## src/rtl/counter_pkg.sv

```systemverilog
// Shared types for the up/down counter: boundary behaviour modes.
package counter_pkg;

  typedef enum logic [1:0] {
    WRAP     = 2'd0,
    SATURATE = 2'd1,
    ONESHOT  = 2'd2
  } cnt_mode_t;

  localparam cnt_mode_t CNT_MODE_DEFAULT = WRAP;

endpackage

```

## src/rtl/updown_counter_if.sv

```systemverilog
// Command/status bundle of the up/down counter.
// Handshake: load_x is the valid bit qualifying x. There is no ready,
// because the counter accepts a load on every edge where it is not
// overridden by reset or clear. All other inputs are level commands
// sampled on the rising clock edge.
interface updown_counter_if #(
  parameter int WIDTH  = 8,
  parameter int STEP_W = 4
);

  logic                   clear;
  logic [WIDTH-1:0]       x;
  logic                   load_x;
  logic                   en;
  logic                   up;
  logic [STEP_W-1:0]      step;
  logic [WIDTH-1:0]       limit;
  counter_pkg::cnt_mode_t mode;
  logic [WIDTH-1:0]       y;
  logic                   tc;
  logic                   done;

  // The master issues commands, the counter (slave) returns status.
  modport master (
    output clear, x, load_x, en, up, step, limit, mode,
    input  y, tc, done
  );

  modport slave (
    input  clear, x, load_x, en, up, step, limit, mode,
    output y, tc, done
  );

endinterface

```

## src/rtl/updown_counter_step_adder.sv

```systemverilog
// N-bit add/subtract; cout is the carry for add and the borrow for subtract.
module step_adder #(
  parameter int N = 9
) (
  input  logic [N-1:0] a,
  input  logic [N-1:0] b,
  input  logic         sub,
  output logic [N-1:0] sum,
  output logic         cout
);

  logic [N:0] full;

  // Two's-complement subtract: a + ~b + 1, borrow is the inverted carry.
  always_comb begin
    full = {1'b0, a} + {1'b0, b ^ {N{sub}}} + {{N{1'b0}}, sub};
    sum  = full[N-1:0];
    cout = sub ? ~full[N] : full[N];
  end

endmodule

```

## src/rtl/updown_counter.sv

```systemverilog
// Up/down counter with programmable step, inclusive limit and
// wrap / saturate / one-shot boundary behaviour.
module updown_counter
  import counter_pkg::*;
#(
  parameter int WIDTH  = 8,
  parameter int STEP_W = 4
) (
  input logic               clk,
  input logic               reset,
  updown_counter_if.slave   bus
);

  logic [WIDTH-1:0] y_q, y_d;
  logic             tc_q, tc_d;
  logic             done_q, done_d;
  // pinned: the previous effective step was a saturating boundary, so a
  // repeated push against the same rail must not pulse tc again.
  logic             pinned_q, pinned_d;

  logic [WIDTH:0]   cand;
  logic             carry_borrow;
  logic             boundary;
  logic [WIDTH-1:0] rail;
  logic [WIDTH-1:0] wrap_val;

  // Candidate is computed one bit wider so overflow past limit and
  // underflow below zero are both visible.
  step_adder #(.N(WIDTH + 1)) u_step_adder (
    .a    ({1'b0, y_q}),
    .b    ({{(WIDTH + 1 - STEP_W){1'b0}}, bus.step}),
    .sub  (~bus.up),
    .sum  (cand),
    .cout (carry_borrow)
  );

  // Boundary detection and the rail/wrap targets for the current direction.
  always_comb begin
    boundary = bus.up ? (cand > {1'b0, bus.limit}) : carry_borrow;
    rail     = bus.up ? bus.limit : '0;
    wrap_val = bus.up ? '0 : bus.limit;
  end

  // Next-state: clear > load_x > en; reset is applied in the register.
  always_comb begin
    y_d      = y_q;
    tc_d     = 1'b0;
    done_d   = done_q;
    pinned_d = pinned_q;
    if (bus.clear) begin
      y_d      = '0;
      done_d   = 1'b0;
      pinned_d = 1'b0;
    end else if (bus.load_x) begin
      y_d      = (bus.x > bus.limit) ? bus.limit : bus.x;
      done_d   = 1'b0;
      pinned_d = 1'b0;
    end else if (bus.en && !done_q && (bus.step != '0)) begin
      if (!boundary) begin
        y_d      = cand[WIDTH-1:0];
        pinned_d = 1'b0;
      end else begin
        case (bus.mode)
          SATURATE, ONESHOT: begin
            y_d      = rail;
            tc_d     = !(pinned_q && (y_q == rail));
            pinned_d = 1'b1;
            if (bus.mode == ONESHOT) done_d = 1'b1;
          end
          default: begin
            y_d      = wrap_val;
            tc_d     = 1'b1;
            pinned_d = 1'b0;
          end
        endcase
      end
    end
  end

  // State registers with synchronous active-high reset.
  always_ff @(posedge clk) begin
    if (reset) begin
      y_q      <= '0;
      tc_q     <= 1'b0;
      done_q   <= 1'b0;
      pinned_q <= 1'b0;
    end else begin
      y_q      <= y_d;
      tc_q     <= tc_d;
      done_q   <= done_d;
      pinned_q <= pinned_d;
    end
  end

  assign bus.y    = y_q;
  assign bus.tc   = tc_q;
  assign bus.done = done_q;

endmodule

```

## src/flat_wrapper.sv

```systemverilog
// flat-port wrapper written by rule: the top's interface ports become plain ports
module updown_counter_flat import counter_pkg::*;
#(
  parameter int WIDTH  = 8,
  parameter int STEP_W = 4
)
  (clk, reset, bus_clear, bus_x, bus_load_x, bus_en, bus_up, bus_step, bus_limit, bus_mode, bus_y, bus_tc, bus_done);
  updown_counter_if #(.WIDTH(WIDTH), .STEP_W(STEP_W)) bus_i ();
  input logic clk;
  input logic reset;
  input wire logic [$bits(bus_i.clear)-1:0] bus_clear;
  input wire logic [$bits(bus_i.x)-1:0] bus_x;
  input wire logic [$bits(bus_i.load_x)-1:0] bus_load_x;
  input wire logic [$bits(bus_i.en)-1:0] bus_en;
  input wire logic [$bits(bus_i.up)-1:0] bus_up;
  input wire logic [$bits(bus_i.step)-1:0] bus_step;
  input wire logic [$bits(bus_i.limit)-1:0] bus_limit;
  input wire logic [$bits(bus_i.mode)-1:0] bus_mode;
  output wire logic [$bits(bus_i.y)-1:0] bus_y;
  output wire logic [$bits(bus_i.tc)-1:0] bus_tc;
  output wire logic [$bits(bus_i.done)-1:0] bus_done;
  assign bus_i.clear = bus_clear;
  assign bus_i.x = bus_x;
  assign bus_i.load_x = bus_load_x;
  assign bus_i.en = bus_en;
  assign bus_i.up = bus_up;
  assign bus_i.step = bus_step;
  assign bus_i.limit = bus_limit;
  assign bus_i.mode = bus_mode;
  assign bus_y = bus_i.y;
  assign bus_tc = bus_i.tc;
  assign bus_done = bus_i.done;
  updown_counter #(.WIDTH(WIDTH), .STEP_W(STEP_W)) u_core (.clk(clk), .reset(reset), .bus(bus_i));
endmodule
```

## config.mk

```make
export PLATFORM = sky130hd
export DESIGN_NAME = updown_counter_flat
export DESIGN_NICKNAME = d
export VERILOG_FILES = /design/src/rtl/counter_pkg.sv /design/src/rtl/updown_counter_if.sv /design/src/rtl/updown_counter_step_adder.sv /design/src/rtl/updown_counter.sv /design/src/flat_wrapper.sv
export SDC_FILE = /design/constraint.sdc
export NUM_CORES = 1
export LEC_CHECK = 0
export ABC_AREA = 1
export CAP_MARGIN = 25
export CORE_MARGIN = 3
export CORE_UTILIZATION = 46
export CTS_CLUSTER_SIZE = 24
export DETAILED_ROUTE_END_ITERATION = 6
export HOLD_SLACK_MARGIN = 0.03
export PLACE_DENSITY = 0.83
export SYNTH_ARGS = -nofsm -noshare
export SYNTH_HDL_FRONTEND = slang
export SYNTH_HIERARCHICAL = 1
export SYNTH_SLANG_ARGS = --single-unit
```

## constraint.sdc

```tcl
create_clock -name clk -period 7.7 [get_ports clk]
set_input_delay 1.54 -clock clk [delete_from_list [all_inputs] [get_ports clk]]
set_output_delay 1.54 -clock clk [all_outputs]
set_load 0.1 [all_outputs]
```

==> impl_metrics.env <==
export IMPL_dpl_cell_area_um2=2440
export IMPL_netlist_cell_type_count=36
export IMPL_drc=0
export IMPL_p_seq_share_pct=19.0
export IMPL_finalWorstSetupSlack_ns=2.48
export IMPL_cts_tree="built"
export IMPL_critPathBufInv=5
export IMPL_fill_cells=386
export IMPL_status="completed"
export IMPL_design_area_um2=2490
export IMPL_crit_arrival_ns=5.34
export IMPL_antenna_found_initial=0
export IMPL_firstDrtPassIters=4
export IMPL_die_width_um=72.8
export IMPL_worst_pin_slew_ns=0.977
export IMPL_ys_async_sr_fraction_pct=0
export IMPL_slew_headroom_pct=34.7
export IMPL_cpPeakStageDelay_ns=0.76
export IMPL_hold_path_end="u_core/bus.done$_SDFFE_PP0P_"
export IMPL_grt_use_total_pct=20.3
export IMPL_post_place_ws_ns=2.32
export IMPL_cts_hold_fix_buffers=0
export IMPL_port_buffers=37
export IMPL_grt_pass1_wl_um=8650
export IMPL_grt_max_degree=17
export IMPL_drv_slew=0
export IMPL_finalNonFillerCells=419
export IMPL_start_util_pct=49.5
export IMPL_synth_seq_cells=11
export IMPL_root_buffer="clkbuf_8"
export IMPL_hp_start="u_core/bus.done$_SDFFE_PP0P_"
export IMPL_critPathKind="input pin to flip-flop"
export IMPL_num_rows=23
export IMPL_grt_pass1_vias=1950
export IMPL_cts_sinks=11
export IMPL_dp_cells=415
export IMPL_p_comb_share_pct=63.3
export IMPL_coreArea_um2=4140
export IMPL_drt_iter0_drc=149
export IMPL_synthToLayoutAreaGrowth_pct=21.1
export IMPL_final_antenna_net_count=0
export IMPL_switchingPower_mw=0.168
export IMPL_max_freq_mhz=192
export IMPL_rsz0062_at_grt="no"
export IMPL_fin_util_pct=60.0
export IMPL_path_clk_slew_ns=0.05
export IMPL_synth_area_um2=2050
export IMPL_post_cts_setup_buffers=0
export IMPL_clkLatencyLatePin_ns=0.24
export IMPL_fin_crit_ns=5.22
export IMPL_p_leak_nw=1.28
export IMPL_synth_main_ff_cell="dfxtp_1"
export IMPL_gp_congestion=0.906
export IMPL_wl_per_cell_um=12.5
export IMPL_cp_cell_sequence="clkdlybuf4s50_1 -> inv_1 -> xnor2_1 -> inv_1 -> ha_1 -> nand2_1 -> inv_1 -> nand2_1 -> nand2_1 -> nand2_1 -> nand2_1 -> nand2_1 -> nand2_1 -> ha_1 -> nand2_1 -> inv_1 -> a21oi_1 -> nand3_2 -> nand2_4 -> nand2_4 -> nand2_2 -> nor2_2 -> nand2_1 -> o21ai_0"
export IMPL_grt_overflow_total=0
export IMPL_cp_required_ns=7.83
export IMPL_r2r_end="u_core/bus.done$_SDFFE_PP0P_"
export IMPL_yosysSeqAreaShare_pct=10.7
export IMPL_die_area_um2=5300
export IMPL_maxCapViolCount=0
export IMPL_final_setup_viol_count=0
export IMPL_hold_path_class="flip-flop to flip-flop"
export IMPL_crit_path_end_kind="flip-flop"
export IMPL_clock_power_share_pct=17.7
export IMPL_syn_instance_count=328
export IMPL_p_sw_share_pct=49.0
export IMPL_worst_hold_slack_ns=0.496
export IMPL_path_max_fanout=14
export IMPL_period_share_pct=67.8
export IMPL_cts_buffers=3
export IMPL_setup_tns_ns=0
export IMPL_r2r_setup_slack_ns=4.69
export IMPL_fin_skew_ns=0.00718
export IMPL_htreeDepth=1
export IMPL_synth_edf_count=0
export IMPL_hpwl_um=4250
export IMPL_internal_power_mw=0.174
export IMPL_nNetsFinal=424
export IMPL_p_per_area_nw_per_um2=138
export IMPL_crit_family="buffers and inverters"
export IMPL_path_common_cell="nand2_1"
export IMPL_finalPower_mw=0.342
export IMPL_critPathSlowestCell="clkdlybuf4s50_1"
export IMPL_min_path_cells=2
export IMPL_hold_viol=0
export IMPL_ioPinCount=38
export IMPL_via_per_inst=5.16
export IMPL_clock_path_buffers=2
export IMPL_critPathLaunchType="input pin"
export IMPL_worstReg2RegStart="u_core/bus.y[0]$_SDFFE_PP0P_"
export IMPL_ir_worst_vdd_mv=0.0737
export IMPL_ys_warn_count=6
export IMPL_drive_above_1_share_pct=9.76
export IMPL_syn_area_per_cell_um2=6.26
export IMPL_routed_wl_um=5250
export IMPL_die_h_um=72.8
export IMPL_num_vias=2164
export IMPL_cts_repair_resized=0
export IMPL_antenna_cells=0
export IMPL_reg2reg_depth=20
-- synthesized netlist by cell type (2+ instances only) --
cell type,count,area share (%)
nand3_2,3,1.5
a21boi_0,2,0.73
nand2_2,4,1.2
nand2_1,91,17
nand4_1,3,0.91
nor2_2,7,2.1
a21oi_2,8,3.4
ha_1,25,15
inv_1,48,8.8
o21ai_0,10,2.4
dfxtp_1,11,11
nor3_1,2,0.49
nand2_4,3,1.6
inv_2,2,0.37
nor2_4,2,1.1
nor2_1,25,4.6
buf_4,2,0.73
o21a_1,2,0.73
a21oi_1,17,4.1
xor2_1,13,5.5
nand3_1,30,7.3
xnor2_1,4,1.7
-- cells in the final DEF, fill, tap and decap left out, drive strengths merged --
cell and instances:
nand3b 1, dfxtp 11, nand4 4, nor2 34, fa 1, a21oi 25, conb 6, nor3 2
xnor2 4, a211oi 1, o21a 2, a21boi 2, xor2 14, a21o 1, nand2 98, clkinv 1
clkbuf 4, inv 50, clkdlybuf4s50 37, ha 25, o21ai 11, o31ai 1, nor4 1, nand3 33
-- cell type report --
type                    count  area [µm²]  share of cell area, %
well taps                  50        62.6                   2.52
repair buffers             37         370                   14.9
flip-flops and latches     11         220                   8.86
multi-input cells         266        1600                   64.2
inverters                  51         191                   7.70
clock buffers               4        45.0                   1.81
-- cells by family after synthesis --
group	Yosys count	share of synthesized area, %
simple gates	173	39.2
buf+inv	56	12.4
compound gates	43	13.2
fa+ha+maj	26	16.2
xor+xnor	18	8.04
flops	11	10.7
other cells	1	0.183
-- power groups by stage --
| stage | sequential [mW] | combinational [mW] | clock [mW] |
|---|---|---|---|
| 6_report | 0.0651 | 0.217 | 0.0604 |
| 5_1_grt | 0.0655 | 0.240 | 0.0635 |
| 4_1_cts | 0.0650 | 0.214 | 0.0609 |
| 3_5_place_dp | 0.0661 | 0.212 | 0 |
| 3_3_place_gp | 0.0662 | 0.208 | 0 |
| 2_1_floorplan | 0.0876 | 0.141 | 0 |
-- how the worst max path moves through the flow --
| stage | from | to | slack (ns) | cells after the start |
|---|---|---|---|---|
| 5_1_grt | bus_up | u_core/bus.done$_SDFFE_PP0P_ | 2.12 | 25 |
| 3_3_place_gp | bus_up | u_core/bus.y[4]$_SDFFE_PP0P_ | 2.44 | 23 |
| 3_5_place_dp | bus_up | u_core/bus.done$_SDFFE_PP0P_ | 2.32 | 24 |
| 4_1_cts | bus_up | u_core/bus.done$_SDFFE_PP0P_ | 2.56 | 24 |
| 2_1_floorplan | bus_up | u_core/bus.done$_SDFFE_PP0P_ | 3.52 | 25 |
| 6_report | bus_up | u_core/bus.done$_SDFFE_PP0P_ | 2.48 | 24 |
-- routing by layer --
layer,routed length [µm],up-vias,GRT usage (%)
li1,-,1127,-
met5,0,-,0
met4,81,0,4.71
met1,2340,953,26.7
met3,390,12,3.31
met2,2430,72,34.7
-- state kept, by name, indices dropped and copies added, names as in the netlist --
name and count:
u_core/bus.done 1, u_core/pinned_q 1, u_core/bus.y 8, u_core/bus.tc 1
-- worst reg2reg max path: stages, from the launching register on --
cell and delay (ns):
dfxtp_1 0.45, nand2_1 0.08, nand2_1 0.14, inv_1 0.09
fa_1 0.42, o21ai_2 0.20, nand2_1 0.09, nand2_1 0.07
nand2_1 0.05, nand2_1 0.08, ha_1 0.23, nand2_1 0.09
inv_1 0.05, a21oi_1 0.19, nand3_2 0.12, nand2_4 0.14
nand2_4 0.11, nand2_2 0.10, nor2_2 0.05, nand2_1 0.06
o21ai_0 0.07
No activity file was read; power rests on OpenSTA's default activity.
